## src/rtl/mem_pkg.sv

```systemverilog
// mem_pkg: shared constants and helpers for the MEM-stage access unit.
//   - funct3 access-size encodings (B/H/W/D and unsigned variants)
//   - FSM state encodings for mem_access_unit
//   - helpers for alignment checking and size masks/strobes
package mem_pkg;

    localparam int unsigned RV_XLEN = 64;

    // funct3 load/store size encodings
    localparam logic [2:0] F3_B  = 3'b000;
    localparam logic [2:0] F3_H  = 3'b001;
    localparam logic [2:0] F3_W  = 3'b010;
    localparam logic [2:0] F3_D  = 3'b011;
    localparam logic [2:0] F3_BU = 3'b100;
    localparam logic [2:0] F3_HU = 3'b101;
    localparam logic [2:0] F3_WU = 3'b110;

    // FSM state encodings
    localparam logic [1:0] ST_IDLE   = 2'd0;
    localparam logic [1:0] ST_ACCESS = 2'd1;
    localparam logic [1:0] ST_DONE   = 2'd2;

    // Misaligned for the access size, or an encoding that has no access size (111).
    function automatic logic is_misaligned(input logic [2:0] f3, input logic [2:0] off);
        logic bad;
        bad = 1'b0;
        case (f3)
            F3_B, F3_BU: bad = 1'b0;
            F3_H, F3_HU: bad = off[0];
            F3_W, F3_WU: bad = |off[1:0];
            F3_D:        bad = |off;
            default:     bad = 1'b1;
        endcase
        return bad;
    endfunction

    // Data mask for an access size, right-justified.
    function automatic logic [RV_XLEN-1:0] size_mask(input logic [1:0] sz);
        logic [RV_XLEN-1:0] m;
        m = '0;
        case (sz)
            2'b00:   m = 64'h0000_0000_0000_00FF;
            2'b01:   m = 64'h0000_0000_0000_FFFF;
            2'b10:   m = 64'h0000_0000_FFFF_FFFF;
            default: m = 64'hFFFF_FFFF_FFFF_FFFF;
        endcase
        return m;
    endfunction

    // Byte strobes for an access size, before the lane shift.
    function automatic logic [7:0] size_strb(input logic [1:0] sz);
        logic [7:0] s;
        s = '0;
        case (sz)
            2'b00:   s = 8'h01;
            2'b01:   s = 8'h03;
            2'b10:   s = 8'h0F;
            default: s = 8'hFF;
        endcase
        return s;
    endfunction

endpackage

```

## src/rtl/load_formatter.sv

```systemverilog
// load_formatter: combinational load-data formatter.
// Selects the addressed byte lane from a doubleword and sign- or zero-extends it.
// Ports:
//   rdata     in  64  raw doubleword read data
//   addr_lo   in  3   byte offset within the doubleword
//   funct3    in  3   access size and signedness
//   read_data out 64  extended load result
module load_formatter
    import mem_pkg::*;
(
    input  logic [RV_XLEN-1:0] rdata,
    input  logic [2:0]         addr_lo,
    input  logic [2:0]         funct3,
    output logic [RV_XLEN-1:0] read_data
);

    logic [RV_XLEN-1:0] shifted;

    // Move the addressed byte to bit 0 so every size extends from the low end.
    assign shifted = rdata >> {addr_lo, 3'b000};

    always_comb begin
        read_data = '0;
        case (funct3)
            F3_B:    read_data = {{56{shifted[7]}}, shifted[7:0]};
            F3_H:    read_data = {{48{shifted[15]}}, shifted[15:0]};
            F3_W:    read_data = {{32{shifted[31]}}, shifted[31:0]};
            F3_BU:   read_data = {56'd0, shifted[7:0]};
            F3_HU:   read_data = {48'd0, shifted[15:0]};
            F3_WU:   read_data = {32'd0, shifted[31:0]};
            default: read_data = rdata;
        endcase
    end

endmodule

```

## src/rtl/mem_access_unit.sv

```systemverilog
// mem_access_unit: MEM-stage controller for the 5-stage RV64I pipeline.
// Runs loads/stores against a req/ready data memory, aligns store data and strobes,
// formats load data, passes control/result fields through to MEM/WB and stalls the
// upstream stages while an access is outstanding.
// Ports:
//   clk, rst_n                        clock, async active-low reset
//   MemRead, MemWrite, funct3         access request from EX/MEM
//   ALU_result, WriteData             address / result and store data
//   RegWrite_in, MemtoReg_in, rd_in   control passed to MEM/WB
//   mem_req, mem_we, mem_addr,
//   mem_wdata, mem_wstrb              memory request side
//   mem_ready, mem_rdata              memory response side
//   RegWrite, MemtoReg, ReadData,
//   ALU_result_out, rd                to MEM/WB
//   stall, misalign, mem_timeout      pipeline control / status pulses
module mem_access_unit
    import mem_pkg::*;
#(
    parameter int unsigned XLEN    = 64,
    parameter int unsigned TIMEOUT = 255,
    parameter int unsigned TO_W    = 8
) (
    input  logic            clk,
    input  logic            rst_n,
    input  logic            MemRead,
    input  logic            MemWrite,
    input  logic [2:0]      funct3,
    input  logic [XLEN-1:0] ALU_result,
    input  logic [XLEN-1:0] WriteData,
    input  logic            RegWrite_in,
    input  logic            MemtoReg_in,
    input  logic [4:0]      rd_in,
    output logic            mem_req,
    output logic            mem_we,
    output logic [XLEN-1:0] mem_addr,
    output logic [XLEN-1:0] mem_wdata,
    output logic [7:0]      mem_wstrb,
    input  logic            mem_ready,
    input  logic [XLEN-1:0] mem_rdata,
    output logic            RegWrite,
    output logic            MemtoReg,
    output logic [XLEN-1:0] ReadData,
    output logic [XLEN-1:0] ALU_result_out,
    output logic [4:0]      rd,
    output logic            stall,
    output logic            misalign,
    output logic            mem_timeout
);

    localparam logic [TO_W-1:0] TO_LAST = TO_W'(TIMEOUT - 1);

    logic [1:0]      state_q, state_d;
    logic [TO_W-1:0] cnt_q, cnt_d;
    logic [XLEN-1:0] rbuf_q, rbuf_d;
    logic            to_q, to_d;
    logic            we_q, we_d;
    logic [XLEN-1:0] addr_q, addr_d;
    logic [XLEN-1:0] wdata_q, wdata_d;
    logic [7:0]      wstrb_q, wstrb_d;

    logic            memop;
    logic            bad_align;
    logic            is_store;
    logic [2:0]      offset;
    logic [XLEN-1:0] wdata_lane;
    logic [7:0]      wstrb_lane;
    logic [XLEN-1:0] fmt_data;

    assign memop     = MemRead | MemWrite;
    assign offset    = ALU_result[2:0];
    assign bad_align = is_misaligned(funct3, offset);
    // A load wins when both request bits are set.
    assign is_store  = MemWrite & ~MemRead;

    assign wdata_lane = (WriteData & size_mask(funct3[1:0])) << {offset, 3'b000};
    assign wstrb_lane = size_strb(funct3[1:0]) << offset;

    always_comb begin
        state_d = state_q;
        cnt_d   = cnt_q;
        rbuf_d  = rbuf_q;
        to_d    = 1'b0;
        we_d    = we_q;
        addr_d  = addr_q;
        wdata_d = wdata_q;
        wstrb_d = wstrb_q;
        case (state_q)
            ST_IDLE: begin
                if (memop && !bad_align) begin
                    state_d = ST_ACCESS;
                    cnt_d   = '0;
                    we_d    = is_store;
                    addr_d  = {ALU_result[XLEN-1:3], 3'b000};
                    wdata_d = wdata_lane;
                    wstrb_d = wstrb_lane;
                end
            end
            ST_ACCESS: begin
                if (mem_ready) begin
                    rbuf_d  = mem_rdata;
                    cnt_d   = '0;
                    state_d = ST_DONE;
                end else if (cnt_q == TO_LAST) begin
                    // Abort: hand an all-zero result to DONE and flag it there.
                    rbuf_d  = '0;
                    cnt_d   = '0;
                    to_d    = 1'b1;
                    state_d = ST_DONE;
                end else begin
                    cnt_d = cnt_q + TO_W'(1);
                end
            end
            ST_DONE: begin
                state_d = ST_IDLE;
            end
            default: begin
                state_d = ST_IDLE;
            end
        endcase
    end

    always_ff @(posedge clk or negedge rst_n) begin
        if (!rst_n) begin
            state_q <= ST_IDLE;
            cnt_q   <= '0;
            rbuf_q  <= '0;
            to_q    <= 1'b0;
            we_q    <= 1'b0;
            addr_q  <= '0;
            wdata_q <= '0;
            wstrb_q <= '0;
        end else begin
            state_q <= state_d;
            cnt_q   <= cnt_d;
            rbuf_q  <= rbuf_d;
            to_q    <= to_d;
            we_q    <= we_d;
            addr_q  <= addr_d;
            wdata_q <= wdata_d;
            wstrb_q <= wstrb_d;
        end
    end

    load_formatter u_load_formatter (
        .rdata     (rbuf_q),
        .addr_lo   (offset),
        .funct3    (funct3),
        .read_data (fmt_data)
    );

    // Request outputs decode from registered state, so reset drops them at once.
    assign mem_req   = (state_q == ST_ACCESS);
    assign mem_we    = mem_req & we_q;
    assign mem_addr  = addr_q;
    assign mem_wdata = wdata_q;
    assign mem_wstrb = wstrb_q;

    assign stall       = ((state_q == ST_IDLE) && memop && !bad_align) || (state_q == ST_ACCESS);
    assign misalign    = (state_q == ST_IDLE) && memop && bad_align;
    // to_q is only ever set on the ACCESS->DONE edge, so it is high exactly in DONE.
    assign mem_timeout = to_q;

    assign ReadData       = (state_q == ST_DONE) ? fmt_data : '0;
    assign RegWrite       = RegWrite_in & ~misalign & ~((state_q == ST_DONE) & to_q);
    assign MemtoReg       = MemtoReg_in;
    assign ALU_result_out = ALU_result;
    assign rd             = rd_in;

endmodule

```

## config.mk

```make
export PLATFORM = sky130hd
export DESIGN_NAME = mem_access_unit
export DESIGN_NICKNAME = d
export VERILOG_FILES = /design/src/rtl/mem_pkg.sv /design/src/rtl/load_formatter.sv /design/src/rtl/mem_access_unit.sv
export SDC_FILE = /design/constraint.sdc
export NUM_CORES = 1
export LEC_CHECK = 0
export BUFFER_PORTS_ARGS = -buffer_cell sky130_fd_sc_hd__buf_2
export CAP_MARGIN = 10
export CORE_AREA = 5 5 184 186
export CTS_BUF_LIST = sky130_fd_sc_hd__clkbuf_2
export DETAILED_ROUTE_END_ITERATION = 10
export DIE_AREA = 0 0 189 191
export GPL_TIMING_DRIVEN = 0
export PLACE_DENSITY = 0.68
export SLEW_MARGIN = 20
export SYNTH_ARGS = -nofsm -noshare
export SYNTH_HDL_FRONTEND = slang
export SYNTH_SLANG_ARGS = --single-unit
```

## constraint.sdc

```tcl
create_clock -name clk -period 2.3 [get_ports clk]
set_clock_uncertainty 0.2 [all_clocks]
set_input_delay 0.345 -clock clk [delete_from_list [all_inputs] [get_ports clk]]
set_output_delay 0.345 -clock clk [all_outputs]
set_load 0.01 [all_outputs]
```

==> results.txt <==
- The run finished, with violations left.
- Violations in the final reports: negative setup slack
* Die area: 36100 um^2
- Kind of capture point of the worst setup path: output pin
- Clock tree from TritonCTS: built
- After synthesis, the most frequently instantiated cells are 294 x sky130_fd_sc_hd__nand2_1, 209 x sky130_fd_sc_hd__dfrtp_1, 99 x sky130_fd_sc_hd__o21ai_0.
* Synth top area share: 0.4300
* Fmax: 284.7 MHz
* Remaining antenna violation count: 0
- Predominant post-synthesis flop cell: sky130_fd_sc_hd__dfrtp_1
* Post-synth ARST share: 1.000
* Min cycle time layout: 3512 ps
- In this run the standard cell core region covers 32120 um^2.
- Library cell with the largest summed area after synthesis: sky130_fd_sc_hd__dfrtp_1
- In the global route stage, overall resource usage came out at 0.3323.
- CTS placed an instance of sky130_fd_sc_hd__clkbuf_2 at the clock tree root.
- First-pass GRT wire length: 91470 um
* Clk pwr share: 0.164
- Clock-pin slew was measured on the worst setup and hold paths at 110 ps.
- The number of antenna violations at the first check in global routing was 7.
* Count of unresolved DRC violations after routing: 0
- Synthesis inferred 209 register bits.
* Slew Limit Fails: 0
- Worst R2R Path Depth: 9
- The clock tree synthesis step divided the H-tree into 2 levels.
- R2R Setup Slk: 50 ps
- The clock passes through at most 3 buffers.
* Number of clock sinks: 209
- For the worst-skew pair, the clock arrives at the later sink with an insertion delay of 810 ps.
- Net count reported at finish: 2398
- The via count of the first global-routing pass is 14.88k.
- Of the cells placed in the final design, the portion with a size suffix greater than 1 is 0.3829.
* Post-detail-place hpwl: 45160 um
- Top-level I/O count: 483
- Number of buffers inserted during clock tree synthesis: 54
* Worst IR drop on VDD: 0.5144 mV
* Port buffer count: 471
* Total wire length after detailed routing: 62980 um
- Fraction of the cycle the final worst path needs: 1.527
- Total power: 15.54 mW
- Summed over all cells, the static leakage comes to 9.624 nW.
- The floorplan has 66 rows.
- The internal portion of the total power is 9.009 mW.
* Area of all placed cells without fillers: 19340 um^2
* Kind of path behind the tightest hold check: primary input to flop
* Final setup violation count: 69
- Total count of hold-check failures in the final report: 0
- Origin of the critical flop-to-flop path: state_q[0]
- First DRT Iteration DRCs: 994
- Setup repair after global routing could not meet its margin everywhere.
- The share of total power dissipated in sequential elements is 0.411.
* Worst path setup slack after routing: -1212 ps
- Slew at the pin closest to its max-slew limit: 755.2 ps
- The routed layout has 14.48k vias.
- Switching power share of the total: 0.4203
- Final routed wire length divided by cell count: 23.85 um
* Crit path to: ReadData[51]
- Chip width: 189 um
* Synthesized cell area: 12160 um^2
* Maximum number of pins on one net before global-route repair: 96
- Sequential element share of the synthesized area: 0.4300
* Placement-stage cell area: 15150 um^2
- The analysis attributes to net switching a power of 6.531 mW.
- Synthesized area per cell: 8.897 um^2
* Leading cell types by total area after synthesis: sky130_fd_sc_hd__dfrtp_1 43%, sky130_fd_sc_hd__nand2_1 9.1%, sky130_fd_sc_hd__mux2i_1 5.8%
* Req. time, crit path: 1750 ps
* Area Growth Syn to Fin: 59.06%
* Detailed-route vias per instance: 5.484
- Maximum Capacitance Violations: 0
- YS warnings: 0
* Post-synth EDFFs: 0
- Critical path start-end classification: flop to output pin
- Number of fill cells in the layout: 2728
- In this run the critical register-to-register path is captured at mem_wstrb[5].
- The most common cell in the synthesized netlist is sky130_fd_sc_hd__nand2_1.
- From bottom edge to top edge, the die measures 191 um.
- At the worst endpoint, the arrival time is 2970 ps.
- Post-Syn Instances: 1367
- STA classifies the critical path startpoint as a flop.
* Proportion of power drawn by combinational gates: 0.425
- Critical Path Start: rbuf_q[31]
* Placer's final routability congestion estimate: 0.9477
- Of all nets on the critical path, the largest fanout is 7.
- Power per cell area: 803.3 nW/um^2
* Initial Utilization: 0.3786
- In this run the tightest slew margin relative to its limit is 0.4947.
* Global-route congestion overflow total: 0
- Synthesis instantiated 50 different standard cells from the library.
- Pre-antenna DRT Iters: 6
-- sequential cells by signal, summed over array words and instances (netlist names) --
name and cells:
mem_wdata 64, rbuf_q 64, mem_addr 61, cnt_q 8
mem_wstrb 8, state_q 2, mem_timeout 1, we_q 1
-- stage by stage --
stage | hold slack, ps | std cells | worst slack [ps] | utilization | TNS [ps]
after detailed placement | -8.630 | 2250 | -1122 | 0.4715 | -147790
after CTS | 6.768 | 2625 | -1227 | 0.5917 | -69490
after global placement | 248.1 | 2248 | -2885 | 0.4695 | -740310
after floorplan | -150.6 | 1369 | -258.6 | - | -11310
final | 70.04 | 2641 | -1212 | 0.6022 | -67630
after global routing | 23.01 | 2639 | -1316 | 0.6020 | -75220
-- worst max-delay path, cell delays in order, from the launching register on --
cell                      delay [ps]
sky130_fd_sc_hd__dfrtp_2         440
sky130_fd_sc_hd__mux2i_1         100
sky130_fd_sc_hd__mux4_2          510
sky130_fd_sc_hd__o31a_1          330
sky130_fd_sc_hd__a31oi_4         190
sky130_fd_sc_hd__buf_12          150
sky130_fd_sc_hd__buf_6           110
sky130_fd_sc_hd__o21a_1          170
sky130_fd_sc_hd__buf_2           150
-- layout by cell type, fill, tap and decap left out, drive strengths merged, types with 4 or more instances in the layout --
| master | count |
|---|---|
| buf | 623 |
| nand2 | 294 |
| dlygate4sd3 | 255 |
| dfrtp | 209 |
| clkbuf | 150 |
| o21ai | 99 |
| mux2i | 70 |
| a22o | 64 |
| nor2 | 59 |
| a21oi | 53 |
| o21a | 41 |
| nand3 | 30 |
| mux2 | 27 |
| o31ai | 26 |
| clkinv | 22 |
| and2 | 19 |
| a31oi | 19 |
| nand3b | 18 |
| a211oi | 18 |
| a21o | 16 |
| o22ai | 14 |
| inv | 10 |
| o221ai | 9 |
| a22oi | 9 |
| a221oi | 8 |
| a32oi | 8 |
| o22a | 7 |
| nand2b | 6 |
| nor2b | 6 |
| diode | 5 |
| o221a | 5 |
| mux4 | 4 |
| nor3 | 4 |
-- worst min path at each step --
stage | to | depth (start not counted) | from
detailed placement | rbuf_q[60] | 1 | rst_n
global placement | mem_wdata[3] | 2 | mem_wdata[3]
CTS | mem_addr[8] | 4 | ALU_result[8]
floorplan | cnt_q[0] | 0 | rst_n
finish | mem_addr[30] | 4 | ALU_result[30]
global route | mem_wdata[42] | 5 | WriteData[34]
-- cell type report --
cell class              instances  area (um^2)  share of cell area
well taps                     408        510.5             0.02639
plain buffers                 189         1194             0.06170
clock buffers                  72        360.3             0.01863
flip-flops and latches        209         5249              0.2713
diodes                          5        12.51           0.0006468
repair buffers                767         5514              0.2850
clock inverters                23        127.6            0.006597
multi-input cells             958         6340              0.3277
inverters                      10        37.54            0.001940
-- layer usage --
metal	wire length, um	GRT usage	vias up	part of all wire
met5	39	0	-	0.00062
met4	4526	0.1982	6	0.072
met3	5069	0.07341	233	0.080
met2	31130	0.5960	856	0.49
met1	22220	0.3594	6911	0.35
li1	-	-	6476	-
-- power groups by stage --
stage               combinational (mW)  clock (mW)  sequential, mW
floorplan                         2.71           0            6.22
global placement                  5.27           0            6.30
global route                      7.03        2.80            6.50
detailed placement                5.35           0            6.35
finish                            6.60        2.55            6.39
CTS                               6.24        2.61            6.30
-- timing repair --
action,in CTS,in global routing
resized for setup,156,87
endpoints found under the setup margin,143,185
pin swaps,12,7
hold endpoints to repair,403,0
setup buffers,22,19
hold buffers,256,0
cloned,4,0
-- cell families (layout without fill, tap and decap cells) --
family | Yosys count | count (layout) | synth area share
compound gates | 405 | 405 | 0.2319
xor+xnor | 1 | 1 | 0.0007203
fa+ha+maj | 2 | 2 | 0.002057
buf+inv | 202 | 1061 | 0.08971
flops | 209 | 209 | 0.4300
mux | 101 | 101 | 0.09002
other cells | 1 | 8 | 0.0003083
simple gates | 446 | 446 | 0.1552
Power figures use the tool's default switching activity.
